===== src/rtl/pid_pkg.sv =====
// Shared types and helpers for the PID position controller: operating modes,
// FSM state encoding and a wide signed saturation function used at every
// point where a value is narrowed.
package pid_pkg;

  // Width of the internal "safe" arithmetic domain. Every narrowing point
  // first forms its value in this width, then saturates into the target width.
  // It must hold a 2W-bit product, which limits W to 32.
  localparam int SW = 64;

  typedef enum logic [1:0] {
    MODE_P   = 2'd0,
    MODE_PD  = 2'd1,
    MODE_PI  = 2'd2,
    MODE_PID = 2'd3
  } pid_mode_e;

  typedef enum logic [2:0] {
    S_IDLE  = 3'd0,
    S_ERR   = 3'd1,
    S_MUL_P = 3'd2,
    S_MUL_I = 3'd3,
    S_MUL_D = 3'd4,
    S_SUM   = 3'd5,
    S_DONE  = 3'd6
  } pid_state_e;

  // Clamp a signed value into [lo, hi].
  function automatic logic signed [SW-1:0] sat_signed(
    input logic signed [SW-1:0] value,
    input logic signed [SW-1:0] hi,
    input logic signed [SW-1:0] lo
  );
    if (value > hi) begin
      return hi;
    end else if (value < lo) begin
      return lo;
    end else begin
      return value;
    end
  endfunction

  // Modes that use the integral term.
  function automatic logic mode_has_i(input pid_mode_e m);
    return (m == MODE_PI) || (m == MODE_PID);
  endfunction

  // Modes that use the derivative term.
  function automatic logic mode_has_d(input pid_mode_e m);
    return (m == MODE_PD) || (m == MODE_PID);
  endfunction

endpackage


===== src/rtl/pid_mul_shift.sv =====
// Shared signed W x W multiplier with an arithmetic right shift by FRAC.
// The 2W-bit product is shifted (floor toward minus infinity) and then
// saturated back into W bits, so a large gain times a large operand pins at
// the W-bit rail instead of wrapping.
module pid_mul_shift
  import pid_pkg::*;
#(
  parameter int W    = 16,
  parameter int FRAC = 8
) (
  input  logic signed [W-1:0] a_i,
  input  logic signed [W-1:0] b_i,
  output logic signed [W-1:0] y_o
);

  localparam logic signed [SW-1:0] Y_HI = (64'sd1 <<< (W - 1)) - 64'sd1;
  localparam logic signed [SW-1:0] Y_LO = -(64'sd1 <<< (W - 1));

  logic signed [2*W-1:0] prod;
  logic signed [2*W-1:0] shr;
  logic signed [SW-1:0]  shr_w;

  assign prod  = a_i * b_i;
  assign shr   = prod >>> FRAC;
  assign shr_w = SW'(shr);
  assign y_o   = W'(sat_signed(shr_w, Y_HI, Y_LO));

endmodule


===== src/rtl/pid_position_ctrl.sv =====
// Fixed-point PID position controller. A sample (sensor, target, gains, mode)
// is accepted in IDLE, then one shared multiplier is stepped through the P, I
// and D products by a seven-state FSM. The result is clamped to
// [OUT_MIN, OUT_MAX] and announced with a one-cycle out_valid pulse six cycles
// after the accept edge.
//
// Handshake: sample_ready is high exactly when the FSM is in IDLE; a sample is
// taken on the rising edge where sample_valid && sample_ready. Anything offered
// while busy is ignored, and the producer must keep sample_valid high until it
// sees the accept edge.
module pid_position_ctrl
  import pid_pkg::*;
#(
  parameter int W       = 16,
  parameter int FRAC    = 8,
  parameter int OUT_MAX = 1000,
  parameter int OUT_MIN = -1000,
  parameter int I_MAX   = 4096
) (
  input  logic         clk,
  input  logic         rst_n,
  input  logic         sample_valid,
  output logic         sample_ready,
  input  logic [W-1:0] sensor,
  input  logic [W-1:0] target,
  input  logic [W-1:0] kp,
  input  logic [W-1:0] ki,
  input  logic [W-1:0] kd,
  input  logic [1:0]   mode,
  input  logic         clear_i,
  output logic [W-1:0] pwm_out,
  output logic         out_valid,
  output logic         sat_flag,
  output logic [2:0]   state_o
);

  localparam logic signed [SW-1:0] W_HI = (64'sd1 <<< (W - 1)) - 64'sd1;
  localparam logic signed [SW-1:0] W_LO = -(64'sd1 <<< (W - 1));
  localparam logic signed [SW-1:0] O_HI = SW'(OUT_MAX);
  localparam logic signed [SW-1:0] O_LO = SW'(OUT_MIN);
  localparam logic signed [SW-1:0] I_HI = SW'(I_MAX);
  localparam logic signed [SW-1:0] I_LO = -SW'(I_MAX);

  pid_state_e state_q, state_d;

  // Latched sample
  logic signed [W-1:0] sensor_q, sensor_d;
  logic signed [W-1:0] target_q, target_d;
  logic signed [W-1:0] kp_q, kp_d;
  logic signed [W-1:0] ki_q, ki_d;
  logic signed [W-1:0] kd_q, kd_d;
  pid_mode_e           mode_q, mode_d;

  // Per-sample intermediates
  logic signed [W-1:0] e_q, e_d;
  logic signed [W-1:0] d_q, d_d;
  logic signed [W-1:0] p_q, p_d;
  logic signed [W-1:0] i_q, i_d;
  logic signed [W-1:0] dterm_q, dterm_d;

  // History carried between samples
  logic signed [W-1:0] i_acc_q, i_acc_d;
  logic signed [W-1:0] e_last_q, e_last_d;
  logic                first_q, first_d;
  logic                sat_hi_q, sat_hi_d;
  logic                sat_lo_q, sat_lo_d;
  logic                clr_pend_q, clr_pend_d;

  // Outputs
  logic signed [W-1:0] pwm_q, pwm_d;
  logic                sat_flag_q, sat_flag_d;
  logic                out_valid_q, out_valid_d;

  // Combinational datapath
  logic                accept;
  logic                clr_now;
  logic                has_i, has_d;
  logic                e_pos, e_neg, windup;
  logic signed [SW-1:0] e_wide, d_wide, i_cand, u_wide;
  logic signed [W-1:0]  e_now, d_now, i_acc_new;
  logic                 u_hi, u_lo;
  logic signed [W-1:0]  mul_a, mul_b, mul_y;

  assign accept = sample_valid && (state_q == S_IDLE);

  // A clear in IDLE takes effect on the next edge (ahead of a simultaneous
  // accept); a clear seen while busy waits for the DONE->IDLE edge so the
  // in-flight result is computed from the old history.
  assign clr_now = (clear_i && (state_q == S_IDLE)) ||
                   ((state_q == S_DONE) && (clr_pend_q || clear_i));

  assign has_i = mode_has_i(mode_q);
  assign has_d = mode_has_d(mode_q);

  // Error and derivative, both formed wide and saturated to W.
  assign e_wide = SW'(target_q) - SW'(sensor_q);
  assign e_now  = W'(sat_signed(e_wide, W_HI, W_LO));
  assign d_wide = SW'(e_now) - SW'(e_last_q);
  assign d_now  = first_q ? '0 : W'(sat_signed(d_wide, W_HI, W_LO));

  // Integrator candidate with clamp and conditional-integration anti-windup:
  // do not push further into a rail the previous output already hit.
  assign e_pos     = !e_q[W-1] && (e_q != '0);
  assign e_neg     = e_q[W-1];
  assign windup    = (sat_hi_q && e_pos) || (sat_lo_q && e_neg);
  assign i_cand    = SW'(i_acc_q) + SW'(e_q);
  assign i_acc_new = windup ? i_acc_q : W'(sat_signed(i_cand, I_HI, I_LO));

  // Sum of terms; three W-bit terms cannot overflow the wide domain.
  assign u_wide = SW'(p_q) + SW'(i_q) + SW'(dterm_q);
  assign u_hi   = u_wide > O_HI;
  assign u_lo   = u_wide < O_LO;

  // Route operands of the shared multiplier by FSM state.
  always_comb begin
    mul_a = '0;
    mul_b = '0;
    case (state_q)
      S_MUL_P: begin
        mul_a = kp_q;
        mul_b = e_q;
      end
      S_MUL_I: begin
        mul_a = ki_q;
        mul_b = i_acc_new;
      end
      S_MUL_D: begin
        mul_a = kd_q;
        mul_b = d_q;
      end
      default: begin
        mul_a = '0;
        mul_b = '0;
      end
    endcase
  end

  pid_mul_shift #(
    .W    (W),
    .FRAC (FRAC)
  ) u_mul (
    .a_i (mul_a),
    .b_i (mul_b),
    .y_o (mul_y)
  );

  // FSM state register.
  always_ff @(posedge clk or negedge rst_n) begin
    if (!rst_n) begin
      state_q <= S_IDLE;
    end else begin
      state_q <= state_d;
    end
  end

  // FSM next state: fixed walk through the stages, no stalls.
  always_comb begin
    state_d = state_q;
    case (state_q)
      S_IDLE:  if (accept) state_d = S_ERR;
      S_ERR:   state_d = S_MUL_P;
      S_MUL_P: state_d = S_MUL_I;
      S_MUL_I: state_d = S_MUL_D;
      S_MUL_D: state_d = S_SUM;
      S_SUM:   state_d = S_DONE;
      S_DONE:  state_d = S_IDLE;
      default: state_d = S_IDLE;
    endcase
  end

  // Datapath next state: each stage writes only its own registers.
  always_comb begin
    sensor_d    = sensor_q;
    target_d    = target_q;
    kp_d        = kp_q;
    ki_d        = ki_q;
    kd_d        = kd_q;
    mode_d      = mode_q;
    e_d         = e_q;
    d_d         = d_q;
    p_d         = p_q;
    i_d         = i_q;
    dterm_d     = dterm_q;
    i_acc_d     = i_acc_q;
    e_last_d    = e_last_q;
    first_d     = first_q;
    sat_hi_d    = sat_hi_q;
    sat_lo_d    = sat_lo_q;
    pwm_d       = pwm_q;
    sat_flag_d  = sat_flag_q;
    out_valid_d = (state_q == S_DONE);
    clr_pend_d  = clr_pend_q;

    case (state_q)
      S_IDLE: begin
        if (accept) begin
          sensor_d = sensor;
          target_d = target;
          kp_d     = kp;
          ki_d     = ki;
          kd_d     = kd;
          mode_d   = pid_mode_e'(mode);
        end
      end
      S_ERR: begin
        e_d = e_now;
        d_d = d_now;
      end
      S_MUL_P: begin
        p_d = mul_y;
      end
      S_MUL_I: begin
        if (has_i) begin
          i_acc_d = i_acc_new;
          i_d     = mul_y;
        end else begin
          i_d = '0;
        end
      end
      S_MUL_D: begin
        dterm_d = has_d ? mul_y : '0;
      end
      S_SUM: begin
        pwm_d      = W'(sat_signed(u_wide, O_HI, O_LO));
        sat_flag_d = u_hi || u_lo;
        sat_hi_d   = u_hi;
        sat_lo_d   = u_lo;
        e_last_d   = e_q;
        first_d    = 1'b0;
      end
      default: begin
      end
    endcase

    if (clr_now) begin
      i_acc_d  = '0;
      e_last_d = '0;
      first_d  = 1'b1;
      sat_hi_d = 1'b0;
      sat_lo_d = 1'b0;
    end

    if ((state_q == S_IDLE) || (state_q == S_DONE)) begin
      clr_pend_d = 1'b0;
    end else if (clear_i) begin
      clr_pend_d = 1'b1;
    end
  end

  // Datapath registers; reset aborts any sample in flight.
  always_ff @(posedge clk or negedge rst_n) begin
    if (!rst_n) begin
      sensor_q    <= '0;
      target_q    <= '0;
      kp_q        <= '0;
      ki_q        <= '0;
      kd_q        <= '0;
      mode_q      <= MODE_P;
      e_q         <= '0;
      d_q         <= '0;
      p_q         <= '0;
      i_q         <= '0;
      dterm_q     <= '0;
      i_acc_q     <= '0;
      e_last_q    <= '0;
      first_q     <= 1'b1;
      sat_hi_q    <= 1'b0;
      sat_lo_q    <= 1'b0;
      clr_pend_q  <= 1'b0;
      pwm_q       <= '0;
      sat_flag_q  <= 1'b0;
      out_valid_q <= 1'b0;
    end else begin
      sensor_q    <= sensor_d;
      target_q    <= target_d;
      kp_q        <= kp_d;
      ki_q        <= ki_d;
      kd_q        <= kd_d;
      mode_q      <= mode_d;
      e_q         <= e_d;
      d_q         <= d_d;
      p_q         <= p_d;
      i_q         <= i_d;
      dterm_q     <= dterm_d;
      i_acc_q     <= i_acc_d;
      e_last_q    <= e_last_d;
      first_q     <= first_d;
      sat_hi_q    <= sat_hi_d;
      sat_lo_q    <= sat_lo_d;
      clr_pend_q  <= clr_pend_d;
      pwm_q       <= pwm_d;
      sat_flag_q  <= sat_flag_d;
      out_valid_q <= out_valid_d;
    end
  end

  assign sample_ready = (state_q == S_IDLE);
  assign pwm_out      = pwm_q;
  assign sat_flag     = sat_flag_q;
  assign out_valid    = out_valid_q;
  assign state_o      = state_q;

endmodule


===== config.mk =====
export PLATFORM = sky130hd
export DESIGN_NAME = pid_position_ctrl
export DESIGN_NICKNAME = d
export VERILOG_FILES = /design/src/rtl/pid_pkg.sv /design/src/rtl/pid_mul_shift.sv /design/src/rtl/pid_position_ctrl.sv
export SDC_FILE = /design/constraint.sdc
export NUM_CORES = 1
export LEC_CHECK = 0
export CORE_UTILIZATION = 54
export DETAILED_ROUTE_END_ITERATION = 16
export PLACE_DENSITY = 0.73
export SLEW_MARGIN = 0
export SYNTH_ARGS = -nofsm -noshare
export SYNTH_HDL_FRONTEND = slang
export SYNTH_HIERARCHICAL = 1
export SYNTH_SLANG_ARGS = --single-unit

===== constraint.sdc =====
create_clock -name clk -period 16.1 [get_ports clk]
set_clock_uncertainty 0.05 [all_clocks]
set_input_delay 4.83 -clock clk [delete_from_list [all_inputs] [get_ports clk]]
set_output_delay 4.83 -clock clk [all_outputs]
set_load 0.01 [all_outputs]

### Word-level counts from Yosys, hierarchy flattened

Index checks and enable logic that the tools add are counted.

| storage, ports and cells | value |
|---|---|
| register bits after elaboration | 219 |
| bits of input ports | 86 |

| operators by class | value |
|---|---|
| magnitude comparators | 10 |
| $mul | 1 |
| $add $sub $neg | 5 |
| mux-type cells | 31 |
| reductions and logical operators | 22 |
| equal/unequal tests | 10 |

Operator list:

| cell | count |
|---|---|
| $mux 16 | 19 |
| $pmux 16 s3 | 2 |
| $add 16x16->17 | 2 |
| $gt 17x16->1 const B | 2 |
| $lt 17x16->1 const B | 2 |
| $sub 16x16->17 | 2 |
| $mul 16x16->32 | 1 |
| $gt 24x16->1 const B | 1 |
| $lt 24x16->1 const B | 1 |
| $add 17x16->18 | 1 |
| $gt 18x11->1 const B | 1 |
| $lt 18x11->1 const B | 1 |
| $pmux 3 s6 | 1 |
| $gt 17x14->1 const B | 1 |
| $lt 17x13->1 const B | 1 |
| $reduce_bool 16->1 | 1 |
| $eq 3x3->1 const B | 3 |
| $mux 1 | 8 |
| $reduce_bool 2->1 | 4 |
| $logic_or 1x1->1 | 7 |
| $eq 3x2->1 const B | 2 |
| $logic_and 1x1->1 | 6 |
| $eq 2x2->1 const B | 2 |
| $reduce_and 2->1 | 2 |
| 6 further kinds | 6 |

### Logic depth before layout (Yosys ltp)

Gate-level depths: netlist (run 1).

| depth | value |
|---|---|
| depth in word-level cells | 11 |
| mapped depth | 40 |
| depth with buffers taken out | 37 |

### Hierarchy

Netlist (run 1), hierarchy kept.

By module, submodules not included:

| module | sequential area each (um^2) | area an instance (um^2) | cells each | instances |
|---|---|---|---|---|
| pid_position_ctrl | 5,481.5 | 13,151.4 | 1,321 | 1 |
| pid_mul_shift | 0.0 | 9,929.5 | 1,116 | 1 |

### Least setup slack after synthesis (run 1)

Ideal clock, no wire load.

| path | value |
|---|---|
| kind | register -> register |
| start | reg e_q[0] |
| end | reg p_q[11] |
| data required time | 15,925 ps |
| clock period less this slack | 9,750 ps |
| path buffers | 3 |
| setup slack | 6,350 ps |
| arrival | 9,576 ps |
| cell stages (with the launch flop) | 36 |
| path through | dfrtp_1 -> ha_1 -> fa_1 -> a21oi_1 -> o22ai_2 -> o41ai_1 -> xor2_1 -> nand2_1 -> o31ai_1 -> a2bb2oi_2 -> buf_4 -> o31ai_2 -> clkbuf_1 -> nand2_1 -> fa_1 -> inv_1 -> fa_1 -> inv_1 -> fa_1 -> fa_1 -> fa_1 -> fa_1 -> inv_1 -> ha_1 -> nand2_1 -> o21ai_0 -> inv_1 -> o21ai_0 -> a21oi_1 -> o21ai_0 -> a21oi_1 -> xnor2_1 -> o41ai_4 -> buf_2 -> o21a_1 -> mux2_2 |

| between the ends | value |
|---|---|
| word-level cells in the longest chain between the ends | 10 |
| elaborated cells between the ends (all ways) | 16 |
| those cells by class | 1 x add/sub; 1 x mul; 4 x order compare; 6 x mux; 4 x reduce/logical |

Ends and longest elaborated chain:

| item | line | RTL |
|---|---|---|
| start, declared | pid_position_ctrl.sv:55 | `logic signed [W-1:0] e_q, e_d;` |
| start signal, assigned | pid_position_ctrl.sv:259 | `e_q <= '0;` |
| start signal, assigned | pid_position_ctrl.sv:280 | `e_q <= e_d;` |
| $add 16x16->17 or $reduce_bool 16->1 (tied branches) | pid_position_ctrl.sv:106, pid_position_ctrl.sv:103 |  |
| $lt 17x13->1 or $logic_and 1x1->1 (tied branches) | pid_pkg.sv:36, pid_position_ctrl.sv:103 |  |
| $mux 16 or $logic_and 1x1->1 (tied branches) | pid_pkg.sv:36, pid_position_ctrl.sv:105 |  |
| $mux 16 or $logic_or 1x1->1 (tied branches) | pid_pkg.sv:34, pid_position_ctrl.sv:105 |  |
| $mux 16 * | pid_position_ctrl.sv:107 | `assign i_acc_new = windup ? i_acc_q : W'(sat_signed(i_cand, I_HI, I_LO));` |
| $pmux 16 s3 * | pid_position_ctrl.sv:118 | `case (state_q)` |
| net mul_b[3] | pid_position_ctrl.sv:82 | `logic signed [W-1:0] mul_a, mul_b, mul_y;` |
| $mul 16x16->32 * | pid_mul_shift.sv:23 | `assign prod = a_i * b_i;` |
| $lt 24x16->1 | pid_pkg.sv:36 | `end else if (value < lo) begin` |
| $mux 16 | pid_pkg.sv:36 |  |
| $mux 16 * | pid_pkg.sv:34 | `if (value > hi) begin` |
| net mul_y[11] | pid_position_ctrl.sv:82 |  |
| end signal, assigned | pid_position_ctrl.sv:282 | `p_q <= p_d;` |
| end, declared | pid_position_ctrl.sv:57 | `logic signed [W-1:0] p_q, p_d;` |

The timed path passes the listed nets; every way through them passes the cells marked *.
A chain may end at the register's enable or synchronous reset.

### Worst setup path in the final report (run 1)

| path | value |
|---|---|
| start | reg e_q[0] |
| end | reg dterm_q[7] |

| between the ends | value |
|---|---|
| word-level cells in the longest chain between the ends | 11 |
| elaborated cells between the ends (all ways) | 17 |
| those cells by class | 1 x add/sub; 1 x mul; 4 x order compare; 7 x mux; 4 x reduce/logical |

Ends and longest elaborated chain:

| item | line | RTL |
|---|---|---|
| $add 16x16->17 or $reduce_bool 16->1 (tied branches) | pid_position_ctrl.sv:106, pid_position_ctrl.sv:103 |  |
| $lt 17x13->1 or $logic_and 1x1->1 (tied branches) | pid_pkg.sv:36, pid_position_ctrl.sv:103 |  |
| $mux 16 or $logic_and 1x1->1 (tied branches) | pid_pkg.sv:36, pid_position_ctrl.sv:105 |  |
| $mux 16 or $logic_or 1x1->1 (tied branches) | pid_pkg.sv:34, pid_position_ctrl.sv:105 |  |
| $mux 16 * | pid_position_ctrl.sv:107 |  |
| $pmux 16 s3 * | pid_position_ctrl.sv:118 |  |
| net mul_b[2] | pid_position_ctrl.sv:82 |  |
| $mul 16x16->32 * | pid_mul_shift.sv:23 |  |
| $lt 24x16->1 | pid_pkg.sv:36 |  |
| $mux 16 | pid_pkg.sv:36 |  |
| $mux 16 * | pid_pkg.sv:34 |  |
| net mul_y[7] | pid_position_ctrl.sv:82 |  |
| $mux 16 * | pid_position_ctrl.sv:221 | `dterm_d = has_d ? mul_y : '0;` |
| end signal, assigned | pid_position_ctrl.sv:284 | `dterm_q <= dterm_d;` |
| end, declared | pid_position_ctrl.sv:59 | `logic signed [W-1:0] dterm_q, dterm_d;` |

Marks and branches as above.

==> results of run 1 <==
[routing by layer]
layer  track usage  vias to the layer above  routed length [um]
li1              -                     8162                   -
met1         0.359                     8982               23900
met2         0.469                      546               28800
met3        0.0260                      103                2930
met4        0.0892                        0                1960
met5             0                        -                   0
[path summary, 6_finish.rpt]
path / start / to / slack [ns] / cells past startpoint
worst max-delay path: e_q[0] / dterm_q[7] / 4.52 / 35
worst min-delay path: pwm_out[12] / pwm_out[12] / 0.44 / 1
worst max register to register: e_q[0] / dterm_q[7] / 4.52 / 35
worst min register to register: pwm_out[12] / pwm_out[12] / 0.44 / 1
max in group asynchronous: rst_n / dterm_q[6] / 10.37 / 2
min in group asynchronous: rst_n / e_q[12] / 4.19 / 1
[layout make-up]
cell class,count,area (um2),share of cell area
inverters,379,1420,0.0555
clock inverters,12,138,0.00537
well taps,539,674,0.0263
flip-flops and latches,219,5480,0.214
repair buffers,145,1360,0.0531
clock buffers,32,712,0.0278
multi-input cells,1741,15800,0.618
[cell usage in the layout (no fill, tap or decap), types with 14 or more instances in the layout]
cell,netlist,final
mux2i_1,18,18
o21a_1,44,44
mux2_2,85,85
nand2b_1,19,19
xor2_1,20,20
nand2_1,332,332
o211ai_1,28,28
inv_1,379,379
a21o_1,31,31
o21ai_0,94,86
and2_1,123,122
o31ai_1,32,28
o21ai_1,7,15
fa_1,281,281
clkdlybuf4s50_1,0,106
nor3_1,15,15
buf_4,2,38
o31ai_2,13,14
nor2b_1,14,14
clkbuf_16,0,25
nand3_1,55,55
dfrtp_1,218,218
xnor2_1,53,53
ha_1,143,143
a21oi_1,64,64
nor2_1,83,80
[critical path: cells and delay by family (launching register included)]
kind	cells	cell delay [ns]
fa+ha+maj	9	4.67
compound gates	13	4.25
simple gates	5	0.74
buf+inv	6	0.71
xor+xnor	2	0.62
flops	1	0.42
[stage by stage]
stage | cells | instance area [um2]
4_1_cts | 3067 | 25600
6_report | 3067 | 25600
2_1_floorplan | 2437 | 23100
3_5_place_dp | 3023 | 24800
5_1_grt | 3067 | 25600
3_3_place_gp | 3023 | 24800
[cell families (layout without fill, tap and decap cells)]
family	count (synthesis)	in the layout	synth area share
and+or+nand+nor	705	705	0.145
DFF	219	219	0.237
AOI/OAI and AO/OA	433	433	0.138
adders and majority gates	426	426	0.322
muxes	103	103	0.0493
buffers and inverters	477	568	0.0793
xor gates and xnor gates	74	74	0.0284
==> impl_metrics.tcl, run 1 <==
set metrics [dict create \
    drtIter0Drc 1243 \
    final_core_util 0.610 \
    row_count 75 \
    coreArea_mm2 0.0420 \
    netlist_instances 2437 \
    hold_slack_ns 0.436 \
    yosysWarnings 6 \
    ctsResizeCount 0 \
    ios 108 \
    antenna_found_initial 0 \
    drive_gt1_frac 0.0922 \
    worstPathMaxFanout 24 \
    synthArstFlopShare 1.00 \
    grt_pass1_wl_mm 95.1 \
    grt_usage 0.271 \
    antenna_cells 0 \
    drtAntennaViolNets 0 \
    cts_setup_buffers 0 \
    worst_pin_slew_ns 1.23 \
    cts_hold_buf 0 \
    clock-root-buffer "clkbuf_16" \
    clock.fmax_mhz 86.4 \
    hpwl_mm 44.4 \
    grt_pass1_vias 18700 \
    fill_cells 3534 \
    cp-start-kind "flop" \
    synth.yosys.seq_area_share 0.237 \
    start_util 0.549 \
    setup-violations-final 0 \
    min_path_type "flop to flop" \
    area_growth_pct 11.0 \
    die_height_um 209 \
    clkSinkCount 219 \
    cts_made_buffers 24 \
    port_buffers 107 \
    synth-edff-count 0 \
    min_period_ns 11.58 \
    drtPass1Iterations 6 \
    syn-cell-area_mm2 0.0231 \
    synth-seq-cells 219 \
    synth_top_area_share 0.244 \
    wl_mm 57.6 \
    cts_max_path_buffers 3 \
    rsz0062_at_grt "false" \
    yosysMostFrequentCell "inv_1" \
    slowest_delay_ns 1.00 \
    syn_nets 2947 \
    h-tree-depth 1 \
    final_nets 3020 \
    cp_common_cell "fa_1" \
    final-hold-violation-count 0 \
    arrival_ns 12.00 \
    via_count 17800 \
    synth_area_leaders "fa_1, dfrtp_1, ha_1, inv_1, nand2_1" \
    status "completed" \
    crit_path_top_delay_cell "o31ai_2" \
    gp_congestion 0.957 \
    avgSynthCellArea_um2 9.47 \
    drc_errors 0 \
    required_ns 16.52 \
    yosys_most_used_dff "dfrtp_1" \
    setup_ws_ns 4.52 \
    clkTransAtPathRegs_ns 0.06 \
    routed_via_density 5.80 \
    worstSetupEndpointType "flop" \
    drv_cap 0 \
    slew_viol_final 0 \
    critical_path_class "flop to flop" \
    synth_cell_types 97 \
    cts_tree "done" \
    overflow 0 \
    die_w_um 209 \
    netlist_top_cells_count "inv_1, nand2_1, fa_1" \
    grt_max_degree 80 \
    synth_top_cell_by_area "fa_1" \
    max-slew-margin-rel 0.178 \
    preCtsSetupSlack_ns 4.64 \
    finalCritPeriodShare 0.719 \
    wire_per_inst_um 18.8 \
    insertion_delay_ns 0.54 \
    dieArea_mm2 0.0436 \
    setup-tns-final_ns 0 \
]
Power of run 1 is left out: the tool's default activity adds up to more than one toggle a clock period on the data nets, which glitch-free logic cannot reach.
==> run 2: changes to the inputs <==
==> constraint.sdc (replaced) <==
create_clock -name clk -period 11.9 [get_ports clk]
set_clock_uncertainty 0.05 [all_clocks]
set_input_delay 3.57 -clock clk [delete_from_list [all_inputs] [get_ports clk]]
set_output_delay 3.57 -clock clk [all_outputs]
set_load 0.01 [all_outputs]
==> run 2 against run 1 <==
Against the previous run:
- cell count rose by 0.23%
- die area did not move
- sequential cell count did not move
- worst hold slack improved by 0.0027 ns
- critical path depth did not move
- critical path type unchanged
==> impl_metrics.tcl, run 2 (synthesis gave the netlist of run 1 again) <==
set metrics [dict create \
    routed_via_density 5.81 \
    min_period_ns 11.04 \
    port_buffers 107 \
    final_cell_mix "inv_1, nand2_1, fa_1" \
    die_height_um 209 \
    antenna_found_initial 0 \
    clock.fmax_mhz 90.6 \
    antenna_cells 0 \
    ios 108 \
    max-slew-margin-rel 0.272 \
    worstPathMaxFanout 16 \
    wl_mm 59.2 \
    rsz0062_at_grt "false" \
    worst-path-buf-inv 7 \
    grt_pass1_wl_mm 98.2 \
    slew_viol_final 0 \
    h-tree-depth 1 \
    critical_path_class "flop to flop" \
    cts_max_path_buffers 3 \
    cp_common_cell "fa_1" \
    start_util 0.549 \
    die_w_um 209 \
    drc_errors 0 \
    hold_slack_ns 0.439 \
    area_growth_pct 11.7 \
    drtPass1Iterations 6 \
    drtIter0Drc 1224 \
    grt_max_degree 86 \
    setup-tns-final_ns 0 \
    cts_made_buffers 25 \
    gp_congestion 0.956 \
    final_nets 3028 \
    hpwl_mm 45.8 \
    crit_path_top_delay_cell "fa_1" \
    wire_per_inst_um 19.3 \
    required_ns 12.29 \
    worst_pin_slew_ns 1.09 \
    clkTransAtPathRegs_ns 0.06 \
    slowest_delay_ns 0.80 \
    insertion_delay_ns 0.56 \
    finalCritPeriodShare 0.928 \
    coreArea_mm2 0.0420 \
    drv_cap 0 \
    grt_pass1_vias 19100 \
    row_count 75 \
    min_path_type "flop to flop" \
    cp_top_family "adder cells" \
    preCtsSetupSlack_ns 0.784 \
    status "completed" \
    cts_tree "done" \
    arrival_ns 11.43 \
    overflow 0 \
    grt_usage 0.281 \
    setup-violations-final 0 \
    drtAntennaViolNets 0 \
    final_common_cell "inv_1" \
    final-hold-violation-count 0 \
    drive_gt1_frac 0.0943 \
    via_count 17900 \
    worstSetupEndpointType "flop" \
    setup_ws_ns 0.857 \
    cp-start-kind "flop" \
    dieArea_mm2 0.0436 \
    clkSinkCount 219 \
    clock-root-buffer "clkbuf_16" \
]
## run 2: worst paths after layout
check,from,to,slack [ns],depth (start not counted)
max,e_q[0],p_q[5],0.86,35
min in group asynchronous,rst_n,e_q[8],2.91,1
max in group asynchronous,rst_n,kd_q[4],7.46,2
min reg2reg,dterm_q[6],dterm_q[6],0.44,2
max reg2reg,e_q[0],p_q[5],0.86,35
min,dterm_q[6],dterm_q[6],0.44,2
## run 2: through the flow
| stage | std cells | cell area, um2 | util |
|---|---|---|---|
| final | 3074 | 25800 | 0.613 |
| after global routing | 3074 | 25800 | 0.613 |
| after CTS | 3074 | 25800 | 0.613 |
| after detailed placement | 3030 | 24800 | 0.591 |
| after global placement | 3030 | 24800 | 0.591 |
| after floorplan | 2437 | 23100 | - |
## run 2: worst reg2reg max path, delay by kind of cell, from the launching register on
family	cells	cell delay [ns]
multiplexers	1	0.27
adder cells (fa/ha/maj)	9	4.70
buffers and inverters	7	1.01
AND/OR/NAND/NOR	3	0.44
XOR/XNOR	2	1.05
AO/OA/AOI/OAI	13	2.98
flip-flops	1	0.43
## run 2: routing by layer
| layer | track usage | part of all wire | wire, um |
|---|---|---|---|
| met1 | 0.373 | 0.42 | 24600 |
| met2 | 0.473 | 0.49 | 29000 |
| met3 | 0.0304 | 0.055 | 3290 |
| met4 | 0.111 | 0.040 | 2380 |
| met5 | 0 | 0 | 0 |
## run 2: layout make-up
| type | count | area, um2 |
|---|---|---|
| clock buffers | 33 | 716 |
| clock inverters | 11 | 215 |
| fillers | 3517 | 16300 |
| inverters | 379 | 1420 |
| multi-input cells | 1741 | 15800 |
| flip-flops and latches | 219 | 5480 |
| well taps | 539 | 674 |
| repair buffers | 152 | 1410 |
## run 2: repair_timing
action | CTS | global route
hold buffers | 0 | 0
gates resized for setup | 0 | 1
endpoints found under the setup margin | 0 | 6
buffers inserted | 0 | 0
Power of run 2 is left out for the same reason.
